--- src/rtl/liteic_axil_reg_slave.sv ---
// AXI-Lite register-bank responder for one interconnect slave slot.
// Independent read and write engines, one outstanding transaction each, with RW registers and RO status taps.
module liteic_axil_reg_slave #(
   parameter int                    ADDR_WIDTH = 32,
   parameter int                    DATA_WIDTH = 32,
   parameter logic [ADDR_WIDTH-1:0] BASE_ADDR  = '0,
   parameter int                    NUM_REGS   = 16,
   parameter logic [NUM_REGS-1:0]   RO_MASK    = '0
) (
   input  logic                             clk_i,
   input  logic                             rst_i,
   input  logic [ADDR_WIDTH-1:0]            ar_addr_i,
   input  logic                             ar_valid_i,
   output logic                             ar_ready_o,
   output logic [DATA_WIDTH-1:0]            r_data_o,
   output logic [1:0]                       r_resp_o,
   output logic                             r_valid_o,
   input  logic                             r_ready_i,
   input  logic [ADDR_WIDTH-1:0]            aw_addr_i,
   input  logic                             aw_valid_i,
   output logic                             aw_ready_o,
   input  logic [DATA_WIDTH-1:0]            w_data_i,
   input  logic [DATA_WIDTH/8-1:0]          w_strb_i,
   input  logic                             w_valid_i,
   output logic                             w_ready_o,
   output logic [1:0]                       b_resp_o,
   output logic                             b_valid_o,
   input  logic                             b_ready_i,
   output logic [NUM_REGS*DATA_WIDTH-1:0]   regs_o,
   input  logic [NUM_REGS*DATA_WIDTH-1:0]   status_i,
   output logic [NUM_REGS-1:0]              wr_pulse_o
);

   localparam int                    STRB_WIDTH   = DATA_WIDTH / 8;
   localparam int                    OFF_LSB      = $clog2(STRB_WIDTH);
   localparam int                    IDX_WIDTH    = $clog2(NUM_REGS);
   localparam logic [ADDR_WIDTH-1:0] REGION_BYTES = ADDR_WIDTH'(NUM_REGS * STRB_WIDTH);
   localparam logic [1:0]            RESP_OKAY    = 2'b00;
   localparam logic [1:0]            RESP_SLVERR  = 2'b10;
   localparam logic [1:0]            RESP_DECERR  = 2'b11;

   typedef enum logic {R_IDLE, R_RESP} r_state_t;
   typedef enum logic {W_IDLE, W_RESP} w_state_t;

   // Out-of-region beats DECERR before alignment is considered.
   function automatic logic [1:0] off_resp(input logic [ADDR_WIDTH-1:0] off);
      if (off >= REGION_BYTES)
         return RESP_DECERR;
      if (off[OFF_LSB-1:0] != '0)
         return RESP_SLVERR;
      return RESP_OKAY;
   endfunction

   logic [DATA_WIDTH-1:0] reg_bank_reg [NUM_REGS];
   logic [DATA_WIDTH-1:0] status_arr   [NUM_REGS];
   logic                  ready_en_reg;

   // ---------------- read path ----------------
   r_state_t              r_state_reg, r_state_next;
   logic [ADDR_WIDTH-1:0] ar_off;
   logic [IDX_WIDTH-1:0]  ar_idx;
   logic [1:0]            ar_resp;
   logic [DATA_WIDTH-1:0] ar_data;
   logic                  ar_hs;
   logic [DATA_WIDTH-1:0] r_data_reg;
   logic [1:0]            r_resp_reg;

   assign ar_off  = ar_addr_i - BASE_ADDR;
   assign ar_idx  = ar_off[OFF_LSB +: IDX_WIDTH];
   assign ar_resp = off_resp(ar_off);
   assign ar_hs   = ar_valid_i && ar_ready_o;

   always_comb begin
      ar_data = '0;
      if (ar_resp == RESP_OKAY)
         ar_data = RO_MASK[ar_idx] ? status_arr[ar_idx] : reg_bank_reg[ar_idx];
   end

   always_comb begin
      r_state_next = r_state_reg;
      ar_ready_o   = 1'b0;
      r_valid_o    = 1'b0;
      case (r_state_reg)
         R_IDLE: begin
            ar_ready_o = ready_en_reg;
            if (ar_valid_i && ready_en_reg)
               r_state_next = R_RESP;
         end
         R_RESP: begin
            r_valid_o = 1'b1;
            if (r_ready_i)
               r_state_next = R_IDLE;
         end
         default: r_state_next = R_IDLE;
      endcase
   end

   // The bank is sampled before any same-edge write lands, so a colliding read sees the old value.
   always_ff @(posedge clk_i) begin
      if (rst_i) begin
         r_state_reg <= R_IDLE;
         r_data_reg  <= '0;
         r_resp_reg  <= RESP_OKAY;
      end else begin
         r_state_reg <= r_state_next;
         if (ar_hs) begin
            r_data_reg <= ar_data;
            r_resp_reg <= ar_resp;
         end
      end
   end

   assign r_data_o = r_data_reg;
   assign r_resp_o = r_resp_reg;

   // ---------------- write path ----------------
   w_state_t              w_state_reg, w_state_next;
   logic                  aw_held_reg, w_held_reg;
   logic [ADDR_WIDTH-1:0] aw_addr_reg;
   logic [DATA_WIDTH-1:0] w_data_reg;
   logic [STRB_WIDTH-1:0] w_strb_reg;
   logic                  aw_hs, w_hs, commit;
   logic [ADDR_WIDTH-1:0] wr_addr, wr_off;
   logic [DATA_WIDTH-1:0] wr_data;
   logic [STRB_WIDTH-1:0] wr_strb;
   logic [IDX_WIDTH-1:0]  wr_idx;
   logic [1:0]            wr_addr_resp, wr_resp;
   logic                  wr_ok;
   logic [1:0]            b_resp_reg;
   logic [NUM_REGS-1:0]   wr_pulse_reg;

   assign aw_hs = aw_valid_i && aw_ready_o;
   assign w_hs  = w_valid_i && w_ready_o;

   always_comb begin
      w_state_next = w_state_reg;
      aw_ready_o   = 1'b0;
      w_ready_o    = 1'b0;
      b_valid_o    = 1'b0;
      commit       = 1'b0;
      case (w_state_reg)
         W_IDLE: begin
            aw_ready_o = ready_en_reg && !aw_held_reg;
            w_ready_o  = ready_en_reg && !w_held_reg;
            if ((aw_held_reg || (aw_valid_i && aw_ready_o)) &&
                (w_held_reg  || (w_valid_i  && w_ready_o))) begin
               commit       = 1'b1;
               w_state_next = W_RESP;
            end
         end
         W_RESP: begin
            b_valid_o = 1'b1;
            if (b_ready_i)
               w_state_next = W_IDLE;
         end
         default: w_state_next = W_IDLE;
      endcase
   end

   // A commit may use a held beat, a live beat, or one of each.
   assign wr_addr      = aw_held_reg ? aw_addr_reg : aw_addr_i;
   assign wr_data      = w_held_reg  ? w_data_reg  : w_data_i;
   assign wr_strb      = w_held_reg  ? w_strb_reg  : w_strb_i;
   assign wr_off       = wr_addr - BASE_ADDR;
   assign wr_idx       = wr_off[OFF_LSB +: IDX_WIDTH];
   assign wr_addr_resp = off_resp(wr_off);
   assign wr_resp      = (wr_addr_resp == RESP_OKAY && RO_MASK[wr_idx]) ? RESP_SLVERR : wr_addr_resp;
   assign wr_ok        = commit && (wr_resp == RESP_OKAY);

   always_ff @(posedge clk_i) begin
      if (rst_i) begin
         w_state_reg  <= W_IDLE;
         aw_held_reg  <= 1'b0;
         w_held_reg   <= 1'b0;
         b_resp_reg   <= RESP_OKAY;
         wr_pulse_reg <= '0;
         ready_en_reg <= 1'b0;
      end else begin
         w_state_reg  <= w_state_next;
         wr_pulse_reg <= '0;
         ready_en_reg <= 1'b1;
         if (commit) begin
            aw_held_reg <= 1'b0;
            w_held_reg  <= 1'b0;
            b_resp_reg  <= wr_resp;
            if (wr_ok)
               wr_pulse_reg[wr_idx] <= 1'b1;
         end else begin
            if (aw_hs)
               aw_held_reg <= 1'b1;
            if (w_hs)
               w_held_reg <= 1'b1;
         end
      end
   end

   always_ff @(posedge clk_i) begin
      if (aw_hs)
         aw_addr_reg <= aw_addr_i;
      if (w_hs) begin
         w_data_reg <= w_data_i;
         w_strb_reg <= w_strb_i;
      end
   end

   assign b_resp_o   = b_resp_reg;
   assign wr_pulse_o = wr_pulse_reg;

   // ---------------- register bank ----------------
   for (genvar gi = 0; gi < NUM_REGS; gi++) begin : g_reg
      assign status_arr[gi]                        = status_i[gi*DATA_WIDTH +: DATA_WIDTH];
      assign regs_o[gi*DATA_WIDTH +: DATA_WIDTH]   = reg_bank_reg[gi];

      always_ff @(posedge clk_i) begin
         if (rst_i) begin
            reg_bank_reg[gi] <= '0;
         end else if (wr_ok && wr_idx == IDX_WIDTH'(gi)) begin
            for (int b = 0; b < STRB_WIDTH; b++)
               if (wr_strb[b])
                  reg_bank_reg[gi][8*b +: 8] <= wr_data[8*b +: 8];
         end
      end
   end

endmodule

--- config.mk ---
export PLATFORM = sky130hd
export DESIGN_NAME = liteic_axil_reg_slave
export DESIGN_NICKNAME = d
export VERILOG_FILES = /design/src/rtl/liteic_axil_reg_slave.sv
export SDC_FILE = /design/constraint.sdc
export NUM_CORES = 1
export LEC_CHECK = 0
export BUFFER_PORTS_ARGS = -buffer_cell sky130_fd_sc_hd__buf_2
export CAP_MARGIN = 25
export CORE_AREA = 2 2 459 461
export CTS_CLUSTER_SIZE = 16
export DETAILED_ROUTE_END_ITERATION = 12
export DIE_AREA = 0 0 461 463
export SYNTH_ARGS = -nofsm -noshare
export SYNTH_HDL_FRONTEND = slang
export SYNTH_SLANG_ARGS = --single-unit
--- constraint.sdc ---
create_clock -name clk_i -period 4.4 [get_ports clk_i]
set_input_delay 1.1 -clock clk_i [delete_from_list [all_inputs] [get_ports clk_i]]
set_output_delay 1.1 -clock clk_i [all_outputs]
set_load 0.01 [all_outputs]
# ---- After elaboration in Yosys (flattened, before gate mapping)
# Memory sizes are Yosys's and may differ from the RTL's.
# Index checks and enable logic that the tools add are counted.
dict set report classes {
  magnitude_cmp 6
  n_eq_ne 15
  muxes 302
  bitwise 69
  reduce_logical 40
}
# cell n
set op_table {}
lappend op_table {{8-bit two-way mux} 64}
lappend op_table {{1-bit two-way mux} 218}
lappend op_table {{32-bit two-way mux} 6}
lappend op_table {{32-bit binary-select mux with 4-bit select} 1}
lappend op_table {{32-bit by 7-bit greater-or-equal comparator with 1-bit output, second input constant} 2}
lappend op_table {{1-bit OR} 64}
lappend op_table {{4-bit equality test, second input constant} 8}
lappend op_table {{1-bit logical AND} 28}
lappend op_table {{2-bit two-way mux} 9}
lappend op_table {{4-bit by 3-bit equality test with 1-bit output, second input constant} 4}
lappend op_table {{4-bit by 5-bit < comparator with 1-bit output, second input constant} 2}
lappend op_table {{4-bit by 2-bit equality test with 1-bit output, second input constant} 2}
lappend op_table {{2-bit logical NOT} 3}
lappend op_table {{5-bit greater-or-equal comparator, second input constant} 1}
lappend op_table {{4-bit inverter with 5-bit output} 1}
lappend op_table {{1-bit demux with 4-bit select} 1}
lappend op_table {{4-bit by 1-bit equality test with 1-bit output, second input constant} 1}
lappend op_table {{4-bit by 1-bit greater-or-equal comparator with 1-bit output, second input constant} 1}
lappend op_table {{4-bit logical NOT} 1}
lappend op_table {{4-bit two-way mux} 1}
lappend op_table {{1-bit inverter} 4}
lappend op_table {{1-bit case mux with 2 select lines} 2}
lappend op_table {{2-bit nonzero test} 2}
lappend op_table {{3-bit OR reduction} 1}
lappend op_table {{other kinds (3)} 5}
dict set report totals {
  reg_bits 125
  mem_bits_rw 512
  mem_bits_ro 32
  out_inout_bits 569
  word_cells 447
  memories 3
}
# name depth width rd rd_ports_with_merged_regs write_ports line_no
set memory_table {}
lappend memory_table {reg_bank_reg 16 32 17 0 16 54} ;# logic [DATA_WIDTH-1:0] reg_bank_reg [NUM_REGS];
lappend memory_table {{(name not given)} 16 1 1 0 0 167} ;# assign wr_resp = (wr_addr_resp == RESP_OKAY && RO_MASK[wr_idx]) ? RESP_SLVERR : wr_addr_resp;
lappend memory_table {{(name not given)} 16 1 1 0 0 76} ;# ar_data = RO_MASK[ar_idx] ? status_arr[ar_idx] : reg_bank_reg[ar_idx];

# ---- Logic depth before layout (Yosys ltp)
# Gate-level depths: netlist (run 1).
dict set report depth {
  ltp_word 16
  mapped_depth 9
}

# ---- Worst setup path before layout (run 1)
# No wires, ideal clock.
dict set report synth_path {
  kind {in2reg}
  startpoint {in aw_addr_i[23]}
  endpoint {mem reg_bank_reg[0][0] (enable)}
  setup_time_ns 0.384
  t_arrival_ns 2.826
  required_ns 4.016
  path_slack_ns 1.190
  cell_stages 6
  path_buffers 1
  path_cell_list {nor4_1 -> nand4_1 -> nor4_2 -> o211ai_1 -> clkbuf_1 -> o21ai_0}
}
# item line_no
set synth_rtl {}
lappend synth_rtl {{start: declaration} 19} ;# input logic [ADDR_WIDTH-1:0] aw_addr_i,
lappend synth_rtl {{end: declaration} 54}

==> flow_summary.json, run 1 <==
{
  "final.fill_count": 22910,
  "via_count": 21420,
  "synthXorXnorAreaFrac_pct": 0,
  "holdBufCountCts": 0,
  "pin_count": 1188,
  "final-setup-viol-count": 0,
  "multiInputGateArea_mm2": 0.008108,
  "peakVddDrop_mv": 0.3351,
  "fin_nets": 3414,
  "cts_setup_buffers": 0,
  "coreArea_mm2": 0.2085,
  "endpoint": "reg_bank_reg[7][19]",
  "cts-root-buf": "clkbuf_16",
  "rsz0062_at_grt": "no",
  "power.density_mw_per_mm2": 397.3,
  "max_stage_delay_ns": 0.90,
  "gp_congestion": 0.9328,
  "yosysTopAreaCell": "edfxtp_1",
  "synth_top_family_by_area": "multiplexers",
  "synth.top_cell.area_share_pct": 64.01,
  "fin_crit_ns": 3.499,
  "synth_nets": 2623,
  "clock_sinks": 637,
  "yosys-top-cells-count": "nor2_1 (593), edfxtp_1 (580), nand2_1 (188)",
  "vias_per_cell": 3.774,
  "crit_path_start": "aw_held_reg",
  "worstPathCellList": "or4b_1 > nor4_4 > o211ai_1 > buf_12 > o21ai_0 > buf_4",
  "first_pass_iters": 6,
  "synth_compound_area_share_pct": 3.256,
  "synth-main-ff-cell": "edfxtp_1",
  "end_kind": "register",
  "hp-class": "register to register",
  "cts_resized": 0,
  "drc_errors": 0,
  "synth.most_common_cell": "nor2_1",
  "grt_max_degree": 59,
  "reg2reg_depth": 6,
  "clk_path_buf_depth": 3,
  "antenna_left": 0,
  "startpoint_type": "register",
  "max_slew_margin_pct": 33.67,
  "die_width_um": 461,
  "postSynthAreaPerCell_um2": 13.58,
  "start_util_pct": 13.05,
  "synthSimpleGateAreaFrac_pct": 12.34,
  "crit_path_max_fanout": 54,
  "required_ns": 4.78,
  "netlist_area_mm2": 0.02721,
  "synth.area.mux_share_pct": 13.89,
  "die_h_um": 463,
  "critPathKind": "register to register",
  "synth_cell_types": 47,
  "io_buffer_count": 675,
  "status": "complete, no violations",
  "synthAdderAreaFrac_pct": 0,
  "holdWs_ns": 0.4457,
  "drv_slew": 0,
  "syn_inst": 2004,
  "synthTopCellsByArea": "edfxtp_1 (64%), mux4_2 (11%), nor2_1 (8.2%)",
  "fin_crit_sh_pct": 79.52,
  "routedWlPerCell_um": 27.04,
  "synthArstFlopShare_pct": 0,
  "leakage_nw": 13.58,
  "fp-row-count": 168,
  "seqCellArea_mm2": 0.01856,
  "grt_first_pass_wirelength_mm": 198.0,
  "drive_above_1_share_pct": 40.33,
  "path_clk_slew_ns": 0.06,
  "grtUsageTotal_pct": 13.96,
  "cts-buffers-inserted": 74,
  "synth_edf_count": 580,
  "max_slew.worst_pin.slew_ns": 0.9949,
  "antenna_found_initial": 30,
  "fmax_ghz": 0.2858,
  "fin_skew_ns": 0.06045,
  "dieArea_mm2": 0.2134,
  "ys_ff_latch": 637,
  "clk_latency_ns": 0.73,
  "routed_wl_mm": 153.4,
  "hold_viol": 0,
  "cp_slowest_cell": "dfxtp_1",
  "finalSetupTns_ns": 0,
  "area_delta_synth_final_pct": 38.58,
  "largest_reg_flops": 512,
  "r2r_end": "reg_bank_reg[7][19]",
  "cap_violations": 0,
  "r2r_start": "aw_held_reg",
  "r2r_slack_ns": 0.90,
  "synth_seq_area_share_pct": 68.21,
  "drtIter0Drc": 2402,
  "grt.overflow.total": 0,
  "ys_warn_count": 0,
  "dp_hpwl_mm": 122.5,
  "first_global_vias": 20780,
  "htree_levels": 3,
  "cp.arrival_ns": 3.88,
  "cts_tree": "yes"
}
[kinds of logic (layout without fill, tap and decap cells)]
family	count (synthesis)	count (layout)
mux	215	215
simple gates	844	844
compound gates	156	156
other cells	0	16
buf+inv	152	1002
flops	637	637
[per-layer routing]
metal	vias to the layer above	wire length [um]	track usage (%)
li1	8939	-	-
met1	10840	64120	18.24
met2	1394	67690	21.37
met3	246	13670	3.540
met4	4	7945	6.682
met5	-	21	0
[area by class of cell]
class	count	area share [%]
Sequential cell	637	49.22
Clock buffer	99	5.269
Clock inverter	36	1.347
Tap cell	2805	9.308
Antenna cell	16	0.1062
Multi-Input combinational cell	1215	21.50
Timing Repair Buffer	858	13.16
Inverter	9	0.08959
[placed cells by master (no fill, tap or decap), types with 6 or more instances in the layout]
cell	Yosys	routed
a21oi_1	31	31
buf_12	0	15
buf_2	39	671
buf_4	0	170
bufinv_16	0	7
clkbuf_1	79	22
clkbuf_16	0	75
clkinv_1	0	6
clkinv_2	0	8
dfxtp_1	57	56
diode_2	0	16
edfxtp_1	580	580
inv_1	9	8
mux2_2	30	30
mux2i_1	58	58
mux4_2	127	127
nand2_1	188	188
nand2b_1	7	7
nor2_1	593	577
nor2_2	0	15
nor3_1	15	15
nor4_1	13	13
o21ai_0	83	83
o21ai_1	8	7
o221ai_1	6	6
o31ai_1	7	7
or3b_1	6	6
[worst max-delay path: cells and delay by family (launching register included)]
family,cells,cell delay (ns)
AO/OA/AOI/OAI,2,0.73
buffers and inverters,2,0.57
flip-flops,1,0.90
AND/OR/NAND/NOR,2,0.91
[how the worst min path moves through the flow]
stage | cells past startpoint | startpoint | to
2_1_floorplan | 2 | r_data_o[10] | r_data_o[10]
3_3_place_gp | 2 | r_data_o[23] | r_data_o[23]
3_5_place_dp | 2 | r_data_o[17] | r_data_o[17]
4_1_cts | 2 | r_data_o[0] | r_data_o[0]
5_1_grt | 2 | r_data_o[31] | r_data_o[31]
6_report | 2 | r_data_o[0] | r_data_o[0]
[power breakdown]
group	switching, mW	internal (mW)
Sequential	0.147	6.80
Combinational	1.06	0.520
Clock	2.81	3.65
Total	4.01	11.0
[metrics by stage]
step | instance area (um^2) | std cells | power, mW | utilization (%) | setup WS [ns]
floorplan | 27210 | 2004 | 7.652 | - | 1.190
global placement | 35160 | 5522 | 8.679 | 16.86 | 0.2678
detailed placement | 35160 | 5523 | 8.693 | 16.86 | 0.4572
CTS | 37660 | 5658 | 15.19 | 18.06 | 0.9101
global route | 37670 | 5661 | 15.46 | 18.07 | 0.7059
finish | 37710 | 5675 | 14.98 | 18.08 | 0.9010
(Power assumes the default switching activity.)
==> run 2, diff against run 1 <==
--- a/config.mk
+++ b/config.mk
@@ -5,12 +5,13 @@
 export SDC_FILE = /design/constraint.sdc
 export NUM_CORES = 1
 export LEC_CHECK = 0
+export ABC_AREA = 1
 export BUFFER_PORTS_ARGS = -buffer_cell sky130_fd_sc_hd__buf_2
 export CAP_MARGIN = 25
-export CORE_AREA = 2 2 459 461
+export CORE_AREA = 2 2 467 469
 export CTS_CLUSTER_SIZE = 16
 export DETAILED_ROUTE_END_ITERATION = 12
-export DIE_AREA = 0 0 461 463
+export DIE_AREA = 0 0 469 471
 export SYNTH_ARGS = -nofsm -noshare
 export SYNTH_HDL_FRONTEND = slang
 export SYNTH_SLANG_ARGS = --single-unit
==> constraint.sdc (replaced) <==
create_clock -name clk_i -period 3 [get_ports clk_i]
set_input_delay 0.75 -clock clk_i [delete_from_list [all_inputs] [get_ports clk_i]]
set_output_delay 0.75 -clock clk_i [all_outputs]
set_load 0.01 [all_outputs]
==> run 2 against run 1 <==
Effect of this change: register-to-register slack got worse by 0.67 ns; clock skew about the same; synthesized cell count increased by 40%; non-clock buffer count increased by 85; synthesized area increased by 3.6%; highest routed layer unchanged.
==> flow_summary.json, run 2 <==
{
  "status": "complete, no violations",
  "max_slew_margin_pct": 37.66,
  "startpoint_type": "register",
  "postSynthAreaPerCell_um2": 10.03,
  "via_count": 26060,
  "antenna_left": 0,
  "r2r_start": "aw_held_reg",
  "ys_ff_latch": 637,
  "antenna_found_initial": 33,
  "largest_reg_flops": 512,
  "drtIter0Drc": 2995,
  "synth_cell_types": 28,
  "r2r_slack_ns": 0.23,
  "start_util_pct": 13.04,
  "fin_crit_sh_pct": 92.44,
  "dp.cells": 6426,
  "max_slew.worst_pin.slew_ns": 0.9351,
  "cts-buffers-inserted": 80,
  "cts_tree": "yes",
  "synthArstFlopShare_pct": 0,
  "power.density_mw_per_mm2": 574.6,
  "syn_inst": 2810,
  "die_h_um": 471,
  "netlist_area_mm2": 0.02819,
  "drv_slew": 0,
  "layout_common_cells": "buf_2 (671), nor2_1 (618), nand2_1 (580), edfxtp_1 (580), nand3_1 (510)",
  "rsz0062_at_grt": "no",
  "synth.most_common_cell": "nor2_1",
  "routed_wl_mm": 173.4,
  "hp-start": "w_strb_i[0]",
  "reg2reg_depth": 10,
  "cap_violations": 0,
  "pin_count": 1188,
  "synth-main-ff-cell": "edfxtp_1",
  "clock_sinks": 637,
  "p_total_mw": 23.11,
  "leakage_nw": 16.16,
  "fmax_ghz": 0.3606,
  "hold_path_depth": 1,
  "drc_errors": 0,
  "peakVddDrop_mv": 0.4286,
  "hp-class": "primary input to register",
  "dp_hpwl_mm": 134.4,
  "layout_commonest_cell": "buf_2",
  "required_ns": 3.40,
  "clk_path_buf_depth": 3,
  "cts-root-buf": "clkbuf_16",
  "die_width_um": 469,
  "io_buffer_count": 675,
  "crit_path_max_fanout": 11,
  "fin_skew_ns": 0.06062,
  "whs_endpoint": "w_strb_reg[0]",
  "final-setup-viol-count": 0,
  "instances_no_fill": 6589,
  "synth_seq_area_share_pct": 65.84,
  "path_clk_slew_ns": 0.06,
  "critPathKind": "register to register",
  "fin_nets": 4274,
  "end_kind": "register",
  "grt.overflow.total": 0,
  "synth_edf_count": 580,
  "fin_ws_ns": 0.2267,
  "synth.top_cell.area_share_pct": 61.79,
  "synthTopCellsByArea": "edfxtp_1 (62%), nand3_1 (9.1%), nor2_1 (8.2%)",
  "hold_viol": 0,
  "cp.arrival_ns": 3.17,
  "gp_congestion": 0.9304,
  "grtUsageTotal_pct": 15.11,
  "fin_crit_ns": 2.773,
  "yosys-top-cells-count": "nor2_1 (619), edfxtp_1 (580), nand2_1 (580)",
  "grt_first_pass_wirelength_mm": 223.6,
  "vias_per_cell": 3.956,
  "clk_latency_ns": 0.73,
  "drive_above_1_share_pct": 31.01,
  "holdBufCountCts": 0,
  "synth_nets": 3429,
  "grt_max_degree": 79,
  "coreArea_mm2": 0.2161,
  "first_global_vias": 24370,
  "fp-row-count": 171,
  "dp_slack_ns": -0.2437,
  "first_pass_iters": 6,
  "yosysTopAreaCell": "edfxtp_1",
  "htree_levels": 3,
  "routedWlPerCell_um": 26.32,
  "r2r_end": "reg_bank_reg[11][8]",
  "dieArea_mm2": 0.2209,
  "ys_warn_count": 0,
  "area_delta_synth_final_pct": 42.71
}
run 2: cell count changes after synthesis, sizes merged, moves of 9 or more:
cell,change
buf,-25
nand3,+556
nor4,-15
mux2i,-26
nor3,-9
nor2,+37
nand2,+392
mux2,-30
inv,+42
clkbuf,+62
mux4,-127
run 2: cells by family after synthesis:
logic type      Yosys count  share of synthesized area (%)
compound gates          123                          2.246
simple gates           1785                          27.54
mux                      32                          1.136
flops                   637                          65.84
buf+inv                 233                          3.240
run 2: layer usage:
metal	track usage (%)	vias up	share of wire [%]
met3	3.447	348	7.5
met1	17.91	12800	39
li1	-	11350	-
met5	0	-	0.050
met4	9.003	12	6.9
met2	24.80	1549	47
run 2: worst max-delay path: stages (launching register included):
cell and delay, ns:
dfxtp_1 0.32, buf_4 0.19, o21ai_1 0.54, inv_1 0.08, nor2_1 0.22, nand2_1 0.11, inv_1 0.06, nand3_1 0.18
buf_4 0.25, o21ai_0 0.18, buf_4 0.31
run 2: report_power, final:
part | leakage, nW | internal, mW | switching (mW)
Clock | 1.33 | 6.05 | 4.32
Sequential | 6.33 | 9.98 | 0.250
Combinational | 8.50 | 0.698 | 1.81
run 2: worst max path at each step:
stage | slack [ns] | startpoint | endpoint | cells after the start
after floorplan | 0.18 | aw_addr_i[31] | reg_bank_reg[0][0] | 9
after global placement | -0.18 | aw_addr_i[2] | reg_bank_reg[6][13] | 10
after detailed placement | -0.24 | aw_addr_i[2] | reg_bank_reg[6][13] | 10
after CTS | 0.07 | ready_en_reg | reg_bank_reg[7][14] | 9
after global routing | 0.03 | aw_held_reg | reg_bank_reg[7][15] | 10
final | 0.23 | aw_held_reg | reg_bank_reg[11][8] | 10
run 2: layout make-up:
type | count | area, um^2
clock buffer | 99 | 2113
antenna | 14 | 35.03
multi-input combinational | 1940 | 8761
sequential | 637 | 18560
clock inverter | 49 | 658.1
tap | 2854 | 3571
inverter | 53 | 215.2
fill | 23880 | 175900
timing repair buffer | 943 | 6311
run 2: metrics by stage:
step	setup TNS [ns]	hold WS [ns]	util [%]	area [um^2]
2_1_floorplan	0	0.4796	-	28200
3_3_place_gp	-10.31	0.4509	17.30	37390
3_5_place_dp	-16.84	0.4527	17.30	37390
4_1_cts	0	0.1308	18.58	40160
5_1_grt	0	0.1659	18.61	40220
6_report	0	0.2134	18.62	40230
run 2: timing repair:
action | 4_1_cts | 5_1_grt
setup endpoints to repair | 0 | 41
resized for setup | 0 | 3
buffers inserted | 0 | 1
